[src/rtl/histogram_sequencer.sv]
// Frame controller: clears histogram_unit, streams N_SAMPLES samples in, then reads back every bin.
// Latency: sample -> hu_ena 1 cycle; bin readout 3 cycles per bin (address, read wait, present).
// Backpressure: s_ready low outside ACCUM; m_valid holds m_bin/m_count stable until m_ready.
module histogram_sequencer #(
    parameter int SIZE       = 7,
    parameter int MAX_NUMBER = 127,
    parameter int DW         = $clog2(MAX_NUMBER),
    parameter int N_SAMPLES  = 1024
) (
    input  logic            CLK,
    input  logic            RST,
    input  logic            start,
    input  logic            abort,
    input  logic [DW-1:0]   s_data,
    input  logic            s_valid,
    output logic            s_ready,
    output logic [DW-1:0]   hu_d_in,
    output logic            hu_ena,
    output logic            hu_clr,
    input  logic [SIZE-1:0] hu_mem_out,
    output logic [DW-1:0]   m_bin,
    output logic [SIZE-1:0] m_count,
    output logic            m_valid,
    input  logic            m_ready,
    output logic            m_last,
    output logic            busy,
    output logic            done,
    output logic            oor_flag
);

    localparam int          CW    = $clog2(N_SAMPLES + 1);
    localparam logic [31:0] MAX_U = 32'(MAX_NUMBER);

    typedef enum logic [2:0] {
        IDLE  = 3'd0,
        CLEAR = 3'd1,
        ACCUM = 3'd2,
        DRAIN = 3'd3,
        RADDR = 3'd4,
        RWAIT = 3'd5,
        ROUT  = 3'd6
    } state_t;

    state_t         state;
    state_t         state_nxt;
    logic [CW-1:0]  samp_cnt;
    logic [DW-1:0]  bin_cnt;
    logic           s_hs;
    logic           m_hs;
    logic           last_samp;
    logic           last_bin;
    logic           samp_oor;

    assign s_hs      = s_valid && s_ready;
    assign m_hs      = m_valid && m_ready && !abort;
    assign last_samp = (samp_cnt == CW'(N_SAMPLES - 1));
    assign last_bin  = (bin_cnt == DW'(MAX_NUMBER));
    assign samp_oor  = ({{(32-DW){1'b0}}, s_data} > MAX_U);

    always_ff @(posedge CLK or negedge RST) begin
        if (!RST) begin
            state <= IDLE;
        end else begin
            state <= state_nxt;
        end
    end

    always_comb begin
        state_nxt = state;
        if (abort) begin
            state_nxt = IDLE;
        end else begin
            case (state)
                IDLE:    if (start) state_nxt = CLEAR;
                CLEAR:   state_nxt = ACCUM;
                ACCUM:   if (s_hs && last_samp) state_nxt = DRAIN;
                DRAIN:   state_nxt = RADDR;
                RADDR:   state_nxt = RWAIT;
                RWAIT:   state_nxt = ROUT;
                ROUT:    if (m_hs) state_nxt = last_bin ? IDLE : RADDR;
                default: state_nxt = IDLE;
            endcase
        end
    end

    // abort masks s_ready in the same cycle so no sample is swallowed by a cancelled frame
    always_comb begin
        s_ready = (state == ACCUM) && !abort;
        hu_clr  = (state == CLEAR);
        m_valid = (state == ROUT);
        m_last  = (state == ROUT) && last_bin;
        busy    = (state != IDLE);
    end

    always_ff @(posedge CLK or negedge RST) begin
        if (!RST) begin
            samp_cnt <= '0;
            bin_cnt  <= '0;
            hu_d_in  <= '0;
            hu_ena   <= 1'b0;
            m_bin    <= '0;
            m_count  <= '0;
            done     <= 1'b0;
            oor_flag <= 1'b0;
        end else begin
            hu_ena <= 1'b0;
            done   <= 1'b0;
            if (!abort) begin
                case (state)
                    IDLE: begin
                        if (start) oor_flag <= 1'b0;
                    end
                    CLEAR: begin
                        samp_cnt <= '0;
                    end
                    ACCUM: begin
                        if (s_hs) begin
                            samp_cnt <= samp_cnt + 1'b1;
                            hu_d_in  <= s_data;
                            hu_ena   <= !samp_oor;
                            if (samp_oor) oor_flag <= 1'b1;
                        end
                    end
                    DRAIN: begin
                        bin_cnt <= '0;
                        hu_d_in <= '0;
                    end
                    RWAIT: begin
                        m_count <= hu_mem_out;
                        m_bin   <= bin_cnt;
                    end
                    ROUT: begin
                        if (m_hs) begin
                            if (last_bin) begin
                                done <= 1'b1;
                            end else begin
                                bin_cnt <= bin_cnt + 1'b1;
                                hu_d_in <= bin_cnt + 1'b1;
                            end
                        end
                    end
                    default: ;
                endcase
            end
        end
    end

endmodule

[config.mk]
export PLATFORM = sky130hd
export DESIGN_NAME = histogram_sequencer
export DESIGN_NICKNAME = d
export VERILOG_FILES = /design/src/rtl/histogram_sequencer.sv
export SDC_FILE = /design/constraint.sdc
export NUM_CORES = 1
export LEC_CHECK = 0
export ABC_AREA = 1
export ABC_CLOCK_PERIOD_IN_PS = 1600
export CORE_MARGIN = 2
export CORE_UTILIZATION = 40
export DETAILED_ROUTE_END_ITERATION = 16
export PLACE_DENSITY = 0.68
export SYNTH_ARGS = -nofsm -noshare
export SYNTH_HDL_FRONTEND = slang
export SYNTH_SLANG_ARGS = --single-unit
[constraint.sdc]
create_clock -name CLK -period 1.6 [get_ports CLK]
set_input_delay 0.16 -clock CLK [delete_from_list [all_inputs] [get_ports CLK]]
set_output_delay 0.16 -clock CLK [all_outputs]
set_load 0.1 [all_outputs]
## Yosys cells after proc, flatten, opt, wreduce, memory -nomap -nowiden

Index checks and enable logic that the tools add are counted.

- Register bits: 44
- Latch bits: 0
- Bits in writable memories: 0
- Memory bits (read-only): 0
- Input bits: 20
- Output and inout bits: 29
- Logic and storage cells: 62
- Memories: 0

- Add/subtract/negate cells: 2
- $mul: 0
- Div/mod/pow operators: 0
- Magnitude comparators: 0
- Equality and inequality tests: 14
- Shifts and indexed selects: 0
- Multiplexer cells: 20
- Bitwise operators: 1
- Reduce and logical (&&, ||, !) cells: 17

Operators by type and width:

| cell | number |
|---|---|
| $pmux 11 s2 | 1 |
| $mux 7 | 3 |
| $pmux 3 s7 | 1 |
| $pmux 7 s3 | 1 |
| $mux 3 | 5 |
| $pmux 7 s2 | 1 |
| $add 11x1->11 const B | 1 |
| $eq 11x10->1 const B | 1 |
| $mux 11 | 1 |
| $eq 3x3->1 const B | 3 |
| $add 7x1->7 const B | 1 |
| $eq 7x7->1 const B | 1 |
| $mux 1 | 7 |
| $eq 3x2->1 const B | 2 |
| $logic_and 1x1->1 | 6 |
| $ne 3x3->1 const B | 2 |
| $reduce_and 3->1 | 2 |
| $reduce_bool 3->1 | 2 |
| $reduce_and 5->1 | 1 |
| $ne 2x2->1 const B | 2 |
| $reduce_and 4->1 | 1 |
| $reduce_bool 2->1 | 2 |
| $eq 3x1->1 const B | 1 |
| $logic_not 3->1 | 1 |
| other kinds (5) | 5 |

## Longest topological paths before layout

- Word-level depth: 7
- Depth in mapped cells: 9
- Depth with buffers taken out: 9

## Worst setup path after synthesis

OpenSTA, ideal clock, no wires.

- Kind: register to register
- Start: reg state[0]
- End: reg state[2]
- Library setup time: 123 ps
- Arrival time: 2452 ps
- Data required time: 1477 ps
- Slack: -975 ps
- Cell stages (with the launch flop): 7
- Path buffers: 0
- Period minus slack after synthesis: 2575 ps
- Cell sequence: dfrtp_1 > nor2_1 > nand2_1 > nor2_1 > nand2_1 > nand2_1 > a21oi_1

- Longest elaborated chain between the ends: 6
- Elaborated cells between the ends (all ways): 18
- Classes of those cells: eq/ne: 9; mux: 2; reduce/logical: 7

RTL lines:

| element | line | text |
|---|---|---|
| start, declared | 44 | `state_t state;` |
| start signal, assigned | 64 | `state <= state_nxt;` |
| $eq 3x2->1 | 88 | `s_ready = (state == ACCUM) && !abort;` |
| $logic_and 1x1->1 | 88 |  |
| net s_ready | 16 | `output logic s_ready,` |
| $logic_and 1x1->1 | 54 | `assign s_hs = s_valid && s_ready;` |
| $logic_and 1x1->1 | 76 | `ACCUM: if (s_hs && last_samp) state_nxt = DRAIN;` |
| $ne 3x3->1 (no source line) | - |  |
| $reduce_and 3->1 (no source line) | - |  |

The timed path passes the listed nets, and every way through them passes these cells.
A chain may end at the register's enable or synchronous reset.

## Final worst setup path

- Start: reg bin_cnt[0]
- End: out m_last

- Longest elaborated chain between the ends: 2

RTL lines:

| element | line | text |
|---|---|---|
| start, declared | 47 | `logic [DW-1:0] bin_cnt;` |
| start signal, assigned | 137 | `bin_cnt <= bin_cnt + 1'b1;` |
| $eq 7x7->1 | 57 | `assign last_bin = (bin_cnt == DW'(MAX_NUMBER));` |
| $logic_and 1x1->1 | 91 | `m_last = (state == ROUT) && last_bin;` |
| end, declared | 25 | `output logic m_last,` |

No other way between the ends.

==> out/summary.txt <==
===============================================================================================
Starting utilization of the core area                                                     0.418
Number of max-capacitance violations reported                                                 0
Fin worst setup slack                                                                -0.0785 ns
Setup-violating endpoint count in the final report                                            2
CTS H-tree depth                                                                              2
Final Hold Slack                                                                       0.356 ns
Worst-path fanout max                                                                         2
Pins Over Slew Limit                                                                          0
Height of the die                                                                       80.3 um
Total half-perimeter wirelength after legalization and detailed placement               4210 um
P&R area growth vs syn                                                                    54.6%
Clock tree from TritonCTS                                                                  done
Design area                                                                           3600 um^2
Leading cell types by count after synthesis                                        99 x nand2_1, 44 x dfrtp_1, 30 x o21ai_0
Diodes inserted                                                                               0
Logic depth of the worst setup path including buffers                                         6
Part of the cycle the worst path needs                                                     1.05
Final global-route overflow total                                                             0
Dominant register cell in the synthesized netlist                                       dfrtp_1
Insertion delay to the later sink of the worst-skew pair                                0.30 ns
Area fraction of the dominant cell type after synthesis                                   0.473
Detailed-routing iteration count for the pre-antenna-repair pass                              5
Number of placement rows                                                                     27
GRT Total Usage                                                                           0.191
Fin. Hold Viols                                                                               0
Leak                                                                                    1.70 nW
Number of flops mapped to enable cells by yosys                                               0
Worst reg2reg startpoint                                                             bin_cnt[0]
Critical Path Sink Type                                                             output port
Largest delay contributor family on the critical path                              simple AND/OR/NAND/NOR gates
Average wire per cell in the routed design                                              12.9 um
Violated checks                                                                    setup timing
Pin count of the biggest net entering global routing                                         26
Clock root buffer                                                                      clkbuf_8
Share of cells above drive strength 1                                                     0.262
Total power                                                                           0.00672 W
Total Neg Setup Slack                                                                -0.0835 ns
Worst setup skew after layout                                                        0.00492 ns
Ys Warns                                                                                      0
# clock sinks                                                                                44
Number of DRC markers after the initial detailed-route iteration                             89
Clock Path Buffers                                                                            2
# port buffers                                                                               47
Critical path start-end classification                                               reg -> out
Final RePlAce weighted congestion                                                         0.903
Initial antenna violation count                                                               0
Cell type contributing the most total cell area after synthesis                         dfrtp_1
DR vias/cell                                                                               4.92
Critical path's most frequent cell                                                       nor2_4
Result of the run                                                                  finished, violations left
RSZ-0062 raised after global routing                                                        yes
End point of the critical path                                                           m_last
Overall via count from detail_route                                                        2229
Biggest cell delay along the critical path                                              0.41 ns
Reg2Reg Depth                                                                                10
Req. time, crit path                                                                    1.44 ns
Critical path data arrival time                                                         1.52 ns
Power per standard cell area                                                       1870 nW/um^2
Remaining DRCs                                                                                0
Achievable clock frequency                                                            0.596 GHz
Final core occ                                                                            0.645
Crit path buffers/inverters                                                                   1
Synth Net Count                                                                             323
Cell with the largest stage delay on the worst path                                     dfrtp_1
Final #Nets                                                                                 402
Async set-or-reset flop fraction in the synthesized netlist                                1.00
Setup crit start kind                                                                      flop
Count of different cell masters after synthesis                                              27
Standard cell area after detailed placement                                           3300 um^2
I/O pin total                                                                                49
Fin crit period                                                                         1.68 ns
Synthesized instance count                                                                  301
Share of synthesized area occupied by flip-flops and latches                              0.473
Most frequent cell after synthesis                                                      nand2_1
Layer with the highest usage after global routing                                          met2
Peak supply drop                                                                        1570 uV
Sequence of cells on the critical path                                             ha_4 -> nand3_4 -> nor2_4 -> nand3_2 -> nor2_4 -> buf_12
Area of the core                                                                      5570 um^2
First-pass GRT wire length                                                              9580 um
Met1 capacity usage during global routing                                                 0.262
Clock input transition at the sequential cells of the worst setup and hold paths        0.08 ns
Die width                                                                               80.3 um
Worst min-delay path category                                                       in -> async
Top post-synthesis cells by area                                                   dfrtp_1 47%, nand2_1 16%, o21ai_0 6.5%
Critical path origin                                                                 bin_cnt[0]
Routed WL                                                                               5830 um
Flip-flop and latch count after synthesis                                                    44
Post-Synthesis Mean Instance Area                                                     7.73 um^2
Total clock buffers created by CTS                                                            5
Vias in the first global route                                                             2073
DIE AREA                                                                              6440 um^2
Met2 Resource Use GR                                                                      0.300
RR Endpoint                                                                          hu_d_in[5]
Cell area after technology mapping                                                    2330 um^2
Met3 Use GR                                                                              0.0303
Residual antenna-violating net count after detailed routing                                   0
Reg-to-reg setup timing slack                                                          -0.01 ns
===============================================================================================
==> per-stage QoR <==
step	instances	setup slack, ns
2_1_floorplan	301	-0.223
3_3_place_gp	432	0.0472
3_5_place_dp	432	0.0132
4_1_cts	447	-0.114
5_1_grt	453	-0.128
6_report	453	-0.0785
==> repair_timing <==
item                       4_1_cts  5_1_grt
setup buffers                    6        5
cloned                           0        1
pin swaps                        4       11
gates resized for setup          9       22
hold endpoints to repair        19        0
setup endpoints to repair        5       20
hold buffers                     1        0
==> cell families after synthesis <==
kind of cell	synth area share
other cells	0.00161
flops	0.473
simple gates	0.304
mux	0.0339
buf+inv	0.0651
fa+ha+maj	0.0108
xor+xnor	0.0151
compound gates	0.0962
==> cells in the final DEF (no fill, tap or decap), types with 7 or more instances in the layout <==
master / instances
nand2_1: 97
dfrtp_1: 41
buf_12: 31
inv_1: 27
nand3_1: 23
o21ai_0: 23
buf_4: 23
nor2_1: 22
clkdlybuf4s50_1: 18
nor2_4: 7
mux2_2: 7
o21ai_1: 7
==> layer usage <==
metal / share of wire / vias up
met3: 0.045 / 9
met4: 0.016 / 0
met5: 0 / -
met2: 0.48 / 57
li1: - / 1131
met1: 0.46 / 1032
==> final cells by class <==
| type | instances | area (um^2) |
|---|---|---|
| clock buffers | 5 | 68.8 |
| inverters | 29 | 111 |
| multi-input cells | 223 | 1180 |
| fillers | 457 | 1980 |
| well taps | 72 | 90.1 |
| flip-flops and latches | 44 | 1100 |
| clock inverters | 3 | 18.8 |
| repair buffers | 77 | 1020 |
==> state kept, by name, indices dropped and copies added, names as in the netlist <==
register,flops
bin_cnt,7
done,1
hu_d_in,7
hu_ena,1
m_bin,7
m_count,7
samp_cnt,11
state,3
==> worst min path at each step <==
stage	from	to	slack, ns
2_1_floorplan	RST	bin_cnt[0]	-0.14
5_1_grt	RST	m_bin[1]	0.41
4_1_cts	RST	samp_cnt[10]	0.37
3_3_place_gp	RST	samp_cnt[10]	0.15
6_report	RST	hu_d_in[6]	0.36
3_5_place_dp	RST	state[0]	0.16
==> report_power, final <==
group,switching (W),total [W],internal (W)
registers,0.000400,0.00184,0.00144
logic,0.00271,0.00420,0.00149
clock network,0.000381,0.000685,0.000304
total,0.00349,0.00672,0.00323
Power figures use the tool's default switching activity.
